$ cat config.mk
export PLATFORM = sky130hd
export DESIGN_NAME = mgc_axi_reg_slice
export DESIGN_NICKNAME = d
export VERILOG_FILES = /design/src/rtl/mgc_axi_reg_slice.sv
export SDC_FILE = /design/constraint.sdc
export NUM_CORES = 2
export LEC_CHECK = 0
export ABC_AREA = 0
export BUFFER_PORTS_ARGS = -buffer_cell sky130_fd_sc_hd__clkbuf_2
export CAP_MARGIN = 20
export CORE_AREA = 2 2 426 428
export DETAILED_ROUTE_END_ITERATION = 7
export DIE_AREA = 0 0 428 430
export PLACE_DENSITY_LB_ADDON = 0.08
export REMOVE_ABC_BUFFERS = 1
export SYNTH_ARGS = -nofsm -noshare
export SYNTH_HDL_FRONTEND = slang
export SYNTH_SLANG_ARGS = --single-unit
$ cat constraint.sdc
create_clock -name ACLK -period 86.5 [get_ports ACLK]
set_input_delay 12.975 -clock ACLK [delete_from_list [all_inputs] [get_ports ACLK]]
set_output_delay 12.975 -clock ACLK [all_outputs]
set_load 0.02 [all_outputs]
$ cat src/rtl/mgc_axi_reg_slice.sv
// AXI register slice: five independent channel slices (AW, W, AR forward; B, R reverse).
// Latency per channel: 0 (mode 0 bypass), 1 (mode 1 full skid, mode 2 forward-only).
// Backpressure: ready propagates combinationally in modes 0/2, registered (2-entry skid) in mode 1.
// Optional macro MGC_AXI_REG_SLICE_PERF_EN adds per-channel saturating stall counters.

module mgc_axi_reg_slice_chan #(
  parameter int PW   = 8,
  parameter int MODE = 1
) (
  input  logic          clk_i,
  input  logic          rst_i,
  input  logic          in_valid_i,
  output logic          in_ready_o,
  input  logic [PW-1:0] in_payload_i,
  output logic          out_valid_o,
  input  logic          out_ready_i,
  output logic [PW-1:0] out_payload_o
);

  if (MODE == 0) begin : g_bypass
    // Pure wires: the slice is transparent, clock and reset are not needed.
    logic unused_clk_rst;
    assign unused_clk_rst = clk_i ^ rst_i;
    assign out_valid_o    = in_valid_i;
    assign out_payload_o  = in_payload_i;
    assign in_ready_o     = out_ready_i;

  end else if (MODE == 2) begin : g_fwd
    logic          vld_q;
    logic [PW-1:0] data_q;

    // Accept whenever the single stage is empty or draining this cycle.
    assign in_ready_o    = !vld_q || out_ready_i;
    assign out_valid_o   = vld_q;
    assign out_payload_o = data_q;

    // Single output stage: load on push, clear valid on a pop without refill.
    always_ff @(posedge clk_i or posedge rst_i) begin
      if (rst_i) begin
        vld_q  <= 1'b0;
        data_q <= '0;
      end else if (in_valid_i && in_ready_o) begin
        vld_q  <= 1'b1;
        data_q <= in_payload_i;
      end else if (out_ready_i) begin
        vld_q  <= 1'b0;
      end
    end

  end else if (MODE == 1) begin : g_skid
    localparam logic [1:0] ST_EMPTY = 2'd0;
    localparam logic [1:0] ST_ONE   = 2'd1;
    localparam logic [1:0] ST_FULL  = 2'd2;

    logic [1:0]    state_q, state_d;
    logic [PW-1:0] main_q, main_d;
    logic [PW-1:0] skid_q, skid_d;
    logic          rdy_q, vld_q;
    logic          push, pop;

    // Both handshake outputs come straight from flops: no in->out comb path.
    assign in_ready_o    = rdy_q;
    assign out_valid_o   = vld_q;
    assign out_payload_o = main_q;
    assign push          = in_valid_i && rdy_q;
    assign pop           = vld_q && out_ready_i;

    // Occupancy transitions; main always holds the oldest beat.
    always_comb begin
      state_d = state_q;
      main_d  = main_q;
      skid_d  = skid_q;
      case (state_q)
        ST_EMPTY: begin
          if (push) begin
            main_d  = in_payload_i;
            state_d = ST_ONE;
          end
        end
        ST_ONE: begin
          if (push && !pop) begin
            skid_d  = in_payload_i;
            state_d = ST_FULL;
          end else if (pop && !push) begin
            state_d = ST_EMPTY;
          end else if (push && pop) begin
            main_d  = in_payload_i;
          end
        end
        ST_FULL: begin
          if (pop) begin
            main_d  = skid_q;
            state_d = ST_ONE;
          end
        end
        default: state_d = ST_EMPTY;
      endcase
    end

    // State, data and registered handshake flags; ready stays low in reset.
    always_ff @(posedge clk_i or posedge rst_i) begin
      if (rst_i) begin
        state_q <= ST_EMPTY;
        main_q  <= '0;
        skid_q  <= '0;
        rdy_q   <= 1'b0;
        vld_q   <= 1'b0;
      end else begin
        state_q <= state_d;
        main_q  <= main_d;
        skid_q  <= skid_d;
        rdy_q   <= (state_d != ST_FULL);
        vld_q   <= (state_d != ST_EMPTY);
      end
    end

  end else begin : g_bad_mode
    $fatal(1, "mgc_axi_reg_slice_chan: MODE %0d is not one of 0, 1, 2", MODE);
  end

endmodule

module mgc_axi_reg_slice #(
  parameter int ADDR_WIDTH = 64,
  parameter int DATA_WIDTH = 128,
  parameter int ID_WIDTH   = 8,
  parameter int USER_WIDTH = 8,
  parameter int LEN_WIDTH  = 8,
  parameter int AW_MODE    = 1,
  parameter int W_MODE     = 1,
  parameter int AR_MODE    = 1,
  parameter int B_MODE     = 2,
  parameter int R_MODE     = 1,
  localparam int AW_PW = ID_WIDTH + ADDR_WIDTH + LEN_WIDTH + 14 + USER_WIDTH,
  localparam int AR_PW = AW_PW,
  localparam int W_PW  = DATA_WIDTH + DATA_WIDTH / 8 + ID_WIDTH + 1 + USER_WIDTH,
  localparam int B_PW  = ID_WIDTH + 2 + USER_WIDTH,
  localparam int R_PW  = ID_WIDTH + DATA_WIDTH + 2 + 1 + USER_WIDTH
) (
  input  logic             ACLK,
  input  logic             ARESET,
  input  logic             s_aw_valid,
  output logic             s_aw_ready,
  input  logic [AW_PW-1:0] s_aw_payload,
  input  logic             s_w_valid,
  output logic             s_w_ready,
  input  logic [W_PW-1:0]  s_w_payload,
  input  logic             s_ar_valid,
  output logic             s_ar_ready,
  input  logic [AR_PW-1:0] s_ar_payload,
  output logic             m_aw_valid,
  input  logic             m_aw_ready,
  output logic [AW_PW-1:0] m_aw_payload,
  output logic             m_w_valid,
  input  logic             m_w_ready,
  output logic [W_PW-1:0]  m_w_payload,
  output logic             m_ar_valid,
  input  logic             m_ar_ready,
  output logic [AR_PW-1:0] m_ar_payload,
  input  logic             m_b_valid,
  output logic             m_b_ready,
  input  logic [B_PW-1:0]  m_b_payload,
  input  logic             m_r_valid,
  output logic             m_r_ready,
  input  logic [R_PW-1:0]  m_r_payload,
  output logic             s_b_valid,
  input  logic             s_b_ready,
  output logic [B_PW-1:0]  s_b_payload,
  output logic             s_r_valid,
  input  logic             s_r_ready,
  output logic [R_PW-1:0]  s_r_payload
`ifdef MGC_AXI_REG_SLICE_PERF_EN
  ,
  input  logic             perf_clr,
  output logic [159:0]     perf_stall_cnt
`endif
);

  if (!(LEN_WIDTH == 4 || LEN_WIDTH == 8 || LEN_WIDTH == 10)) begin : g_bad_len
    $fatal(1, "mgc_axi_reg_slice: LEN_WIDTH %0d must be 4, 8 or 10", LEN_WIDTH);
  end
  if (DATA_WIDTH < 8 || DATA_WIDTH > 1024 || (DATA_WIDTH & (DATA_WIDTH - 1)) != 0) begin : g_bad_dw
    $fatal(1, "mgc_axi_reg_slice: DATA_WIDTH %0d must be a power of 2 in 8..1024", DATA_WIDTH);
  end

  mgc_axi_reg_slice_chan #(.PW(AW_PW), .MODE(AW_MODE)) u_aw (
    .clk_i(ACLK), .rst_i(ARESET),
    .in_valid_i(s_aw_valid), .in_ready_o(s_aw_ready), .in_payload_i(s_aw_payload),
    .out_valid_o(m_aw_valid), .out_ready_i(m_aw_ready), .out_payload_o(m_aw_payload)
  );

  mgc_axi_reg_slice_chan #(.PW(W_PW), .MODE(W_MODE)) u_w (
    .clk_i(ACLK), .rst_i(ARESET),
    .in_valid_i(s_w_valid), .in_ready_o(s_w_ready), .in_payload_i(s_w_payload),
    .out_valid_o(m_w_valid), .out_ready_i(m_w_ready), .out_payload_o(m_w_payload)
  );

  mgc_axi_reg_slice_chan #(.PW(AR_PW), .MODE(AR_MODE)) u_ar (
    .clk_i(ACLK), .rst_i(ARESET),
    .in_valid_i(s_ar_valid), .in_ready_o(s_ar_ready), .in_payload_i(s_ar_payload),
    .out_valid_o(m_ar_valid), .out_ready_i(m_ar_ready), .out_payload_o(m_ar_payload)
  );

  // Reverse channels: the downstream (m_) side is the slice input.
  mgc_axi_reg_slice_chan #(.PW(B_PW), .MODE(B_MODE)) u_b (
    .clk_i(ACLK), .rst_i(ARESET),
    .in_valid_i(m_b_valid), .in_ready_o(m_b_ready), .in_payload_i(m_b_payload),
    .out_valid_o(s_b_valid), .out_ready_i(s_b_ready), .out_payload_o(s_b_payload)
  );

  mgc_axi_reg_slice_chan #(.PW(R_PW), .MODE(R_MODE)) u_r (
    .clk_i(ACLK), .rst_i(ARESET),
    .in_valid_i(m_r_valid), .in_ready_o(m_r_ready), .in_payload_i(m_r_payload),
    .out_valid_o(s_r_valid), .out_ready_i(s_r_ready), .out_payload_o(s_r_payload)
  );

`ifdef MGC_AXI_REG_SLICE_PERF_EN
  logic [4:0] stall;
  assign stall = {s_r_valid  && !s_r_ready,
                  s_b_valid  && !s_b_ready,
                  m_ar_valid && !m_ar_ready,
                  m_w_valid  && !m_w_ready,
                  m_aw_valid && !m_aw_ready};

  for (genvar i = 0; i < 5; i++) begin : g_perf
    logic [31:0] cnt_q;
    // Saturating stall counter; a synchronous clear beats an increment.
    always_ff @(posedge ACLK or posedge ARESET) begin
      if (ARESET) begin
        cnt_q <= '0;
      end else if (perf_clr) begin
        cnt_q <= '0;
      end else if (stall[i] && cnt_q != 32'hFFFF_FFFF) begin
        cnt_q <= cnt_q + 32'd1;
      end
    end
    assign perf_stall_cnt[i*32 +: 32] = cnt_q;
  end
`endif

endmodule

Yosys cells after proc, flatten, opt, wreduce, memory -nomap -nowiden
Cells that the tools add are included.
{"block": "word_totals", "reg_bits": 1059, "output_inout_bits": 540, "word_cells": 152}
{"block": "op_classes", "eq_ne": 32, "muxes": 46, "reduce_logical": 52}
{"op": "102-bit 2-to-1 mux", "count": 10}
{"op": "161-bit 2-to-1 mux", "count": 5}
{"op": "147-bit 2-to-1 mux", "count": 5}
{"op": "102-bit one-hot mux with 3 select lines", "count": 2}
{"op": "161-bit one-hot mux with 3 select lines", "count": 1}
{"op": "147-bit one-hot mux with 3 select lines", "count": 1}
{"op": "2-bit 2-to-1 mux", "count": 16}
{"op": "2-bit by 1-bit != test with 1-bit output (second input constant)", "count": 12}
{"op": "2-bit != test (second input constant)", "count": 12}
{"op": "2-bit one-hot mux with 3 select lines", "count": 4}
{"op": "6-bit AND reduction", "count": 4}
{"op": "1-bit logical AND", "count": 21}
{"op": "3-bit nonzero test", "count": 4}
{"op": "2-bit nonzero test", "count": 5}
{"op": "1-bit logical NOT", "count": 9}
{"op": "2-bit by 1-bit == test with 1-bit output (second input constant)", "count": 4}
{"op": "2-bit == test (second input constant)", "count": 4}
{"op": "2-bit logical NOT", "count": 4}
{"op": "2-bit AND reduction", "count": 4}
{"op": "1-bit 2-to-1 mux", "count": 2}
{"op": "1-bit logical OR", "count": 1}

Depth between registers and ports, before layout
{"block": "depth", "ltp_word": 7, "depth_mapped": 7}

By module
From an unflattened synthesis, not the netlist that was laid out.
{"block": "unflattened", "hier_cells": 2856, "hier_area_um2": 46509.6}
{"mod": "mgc_axi_reg_slice_chan (u_ar ...)", "n_inst": 2, "cells_per_inst": 565, "area_each_um2": 9051.2}
{"mod": "mgc_axi_reg_slice_chan (u_w)", "n_inst": 1, "cells_per_inst": 879, "area_each_um2": 14071.0}
{"mod": "mgc_axi_reg_slice_chan (u_r)", "n_inst": 1, "cells_per_inst": 805, "area_each_um2": 13574.3}
{"mod": "mgc_axi_reg_slice_chan (u_b)", "n_inst": 1, "cells_per_inst": 42, "area_each_um2": 762.0}

Worst setup path before layout
Ideal clock, no wire load.
{"block": "synth_timing", "kind": "input-to-output", "from": "in s_b_ready", "to": "out m_b_ready", "arrival_ps": 13211, "path_slack_ps": 60314, "path_stages": 1, "path_buffers": 0, "path_cell_list": "nand2b_1"}
{"block": "synth_between", "elab_chain_cells": 1}
{"element": "start: declaration", "line": "167", "source": "input logic s_b_ready,"}
{"element": "1-bit logical OR", "line": "33", "source": "assign in_ready_o = !vld_q || out_ready_i;"}
{"element": "end: declaration", "line": "161", "source": "output logic m_b_ready,"}
No other way between the ends.

Worst setup path in the final report
Ends and elaborated chain as after synthesis.

==> flow_metrics.py <==
metrics = {
    "status": {
        "status": "finished, final reports clean",
    },
    "power": {
        "power.density_mw_per_mm2": 41.3,
        "finalPower_uw": 2330,
        "leakage_uw": 0.0259,
        "ir_drop_mv": 0.0280,
    },
    "final_layout": {
        "ff_latch_area_mm2": 0.0265,
        "layout-drive-gt1-share": 0.466,
        "fill_cells": 18561,
        "utilization": 0.314,
        "syn2layout_area_growth_pct": 26.8,
        "final_common_cell": "clkbuf_2",
        "fin_area_mm2": 0.0564,
        "layout_common_cells": "clkbuf_2 (1081), dfrtp_1 (1059), mux2_2 (778), nand2_1 (628), nor2_1 (314)",
        "nets": 5112,
        "multi_input_area_mm2": 0.0168,
    },
    "critical_path": {
        "end_kind": "primary output",
        "arrival_ps": 13370,
        "cpMaxStageDelayCell": "clkbuf_2",
        "worstPathRequired_ps": 73520,
        "cp-startpoint": "s_b_ready",
        "path_buf_inv": 2,
        "r2r_start": "u_w.g_skid.state_q[0]$_DFF_PP0_",
        "cpLargestDelayFamily": "buffers and inverters",
        "startpoint_type": "primary input",
        "cp_common_cell": "clkbuf_2",
        "cpPeakStageDelay_ps": 160,
        "path_class": "in -> out",
        "critical_path.cell_chain": "clkbuf_2 -> nand2b_1 -> clkbuf_2",
        "critPathMaxFanout": 3,
    },
    "routing": {
        "via_per_inst": 4.42,
        "drt_pre_antenna_iters": 5,
        "first_iter_violations": 1353,
        "ant_nets": 0,
        "drt-total-wl_um": 158000,
        "wire_per_inst_um": 22.4,
        "via_count": 31120,
        "drc": 0,
    },
    "place": {
        "gp_congestion": 0.790,
        "pre_cts_slack_ps": 60160,
        "place_hpwl_um": 111000,
        "place_area_mm2": 0.0520,
        "port_buffers": 1081,
    },
    "grt": {
        "grt_pass1_vias": 31092,
        "grt_antenna_before_repair": 62,
        "use_met1": 0.188,
        "grt.busiest_layer": "met2",
        "grt_pass1_wl_um": 229000,
        "grt.met2_usage": 0.294,
        "grt_start_max_net_pins": 210,
        "grt_use_total": 0.168,
        "overflow": 0,
        "grtUsageMet3": 0.0659,
    },
    "floorplanning": {
        "initial_core_util": 0.248,
        "io_pins": 1082,
        "rows": 156,
        "coreArea_mm2": 0.180,
        "die-area_mm2": 0.184,
        "die_w_um": 428,
        "die_h_um": 430,
    },
    "sta": {
        "finalSetupViolCount": 0,
        "period_share": 0.305,
        "period_needed_ps": 26340,
        "rsz0062_at_grt": "false",
        "slew_violations": 0,
        "clock_skew_ps": 35.7,
        "hold_violations": 0,
        "max_freq_ghz": 0.0380,
        "relSlewSlack": 0.315,
        "setup_slack_ps": 60160,
        "setup_tns_ps": 0,
        "tightest_slew_ps": 1030,
    },
    "clock_tree": {
        "cts_hold_buffers": 0,
        "cts_tree": "done",
        "cts.clk_slew.worst_paths_ps": 50,
        "cts-root-buf": "clkbuf_16",
        "htreeDepth": 4,
        "cts_setup_buffers": 0,
        "clk_latency_ps": 770,
        "clockBufferDepth": 3,
        "clock-sinks": 1059,
        "ctsResizeCount": 0,
        "numCtsBuffers": 136,
    },
    "worst_hold_path": {
        "hold_start": "u_ar.out_payload_o[99]$_DFFE_PP0P_",
        "min_path_type": "reg -> reg",
    },
    "logic_synthesis": {
        "yosys_warnings": 0,
        "synth-seq-area-share": 0.596,
        "synth_area_mm2": 0.0445,
        "ys_types": 32,
        "syn_avg_cell_area_um2": 12.5,
        "synth_edf_count": 0,
        "ys_seq_elements": 1059,
        "synthArstFlopShare": 1.00,
        "synthCells": 3547,
        "ys.flop_type": "dfrtp_1",
    },
    "job": {
        "maxCapViolCount": 0,
    },
}
flip-flops by register name, indices dropped and copies added, names as in the netlist, 102 cells and up:
signal	cells
u_ar.g_skid.skid_q	102
u_ar.out_payload_o	102
u_aw.g_skid.skid_q	102
u_aw.out_payload_o	102
u_r.g_skid.skid_q	147
u_r.out_payload_o	147
u_w.g_skid.skid_q	161
u_w.out_payload_o	161
final cells by class:
type,count,share of cell area
flip-flops and latches,1059,0.470
multi-input cells,2245,0.297
repair buffers,1127,0.103
clock buffers,214,0.0738
well taps,2370,0.0526
clock inverters,16,0.00306
diodes,13,0.000577
inverters,1,0.000200
kinds of logic after synthesis:
group,count (synthesis),synth area share
mux,938,0.242
compound gates,337,0.0486
buf+inv,243,0.0299
flops,1059,0.596
simple gates,970,0.0835
cell usage after synthesis, drive strengths merged (4+ instances only):
| library cell | instances | area [um2] |
|---|---|---|
| o21ai | 7 | 42.5 |
| o22ai | 4 | 25.0 |
| o21a | 5 | 37.5 |
| mux2 | 938 | 10800 |
| nand3 | 8 | 40.0 |
| nand2b | 6 | 37.5 |
| clkbuf | 75 | 282 |
| nand2 | 628 | 2360 |
| nor2b | 4 | 25.0 |
| a21boi | 6 | 45.0 |
| buf | 167 | 1040 |
| dfrtp | 1059 | 26500 |
| nor2 | 314 | 1180 |
| a31oi | 310 | 1970 |
worst register-to-register path, cell delays in order (launching register included):
cell       delay [ps]
dfrtp_1           510
nand4bb_1         250
o211ai_1          270
buf_4             870
buf_4             900
buf_4             710
buf_4             700
nor2_1            110
a31oi_1           170
routing by layer:
metal	vias to the layer above	part of all wire
li1	14361	-
met1	15637	0.39
met2	769	0.51
met3	295	0.078
met4	58	0.028
met5	-	0.0023
final timing paths:
path	end	cells after the start	slack (ps)
min reg2reg	u_ar.out_payload_o[99]$_DFFE_PP0P_	1	490
min in group asynchronous	u_aw.g_skid.skid_q[28]$_DFFE_PP0P_	2	12350
min	u_ar.out_payload_o[99]$_DFFE_PP0P_	1	490
max	m_b_ready	3	60160
max in group asynchronous	u_aw.g_skid.skid_q[36]$_DFFE_PP0P_	5	71160
max reg2reg	u_w.out_payload_o[159]$_DFFE_PP0P_	8	81950
report_power, final:
part	leakage [uW]	switching [uW]	internal (uW)	total, uW
logic	0.0115	536	365	901
registers	0.0123	124	748	872
clock network	0.00213	227	332	558
total	0.0259	886	1440	2330
per-stage QoR:
step / cells / hold slack, ps
global placement: 6801 / 473
detailed placement: 6802 / 481
floorplan: 3305 / 476
CTS: 7032 / 494
global route: 7036 / 501
finish: 7045 / 486
(Power assumes the default switching activity.)
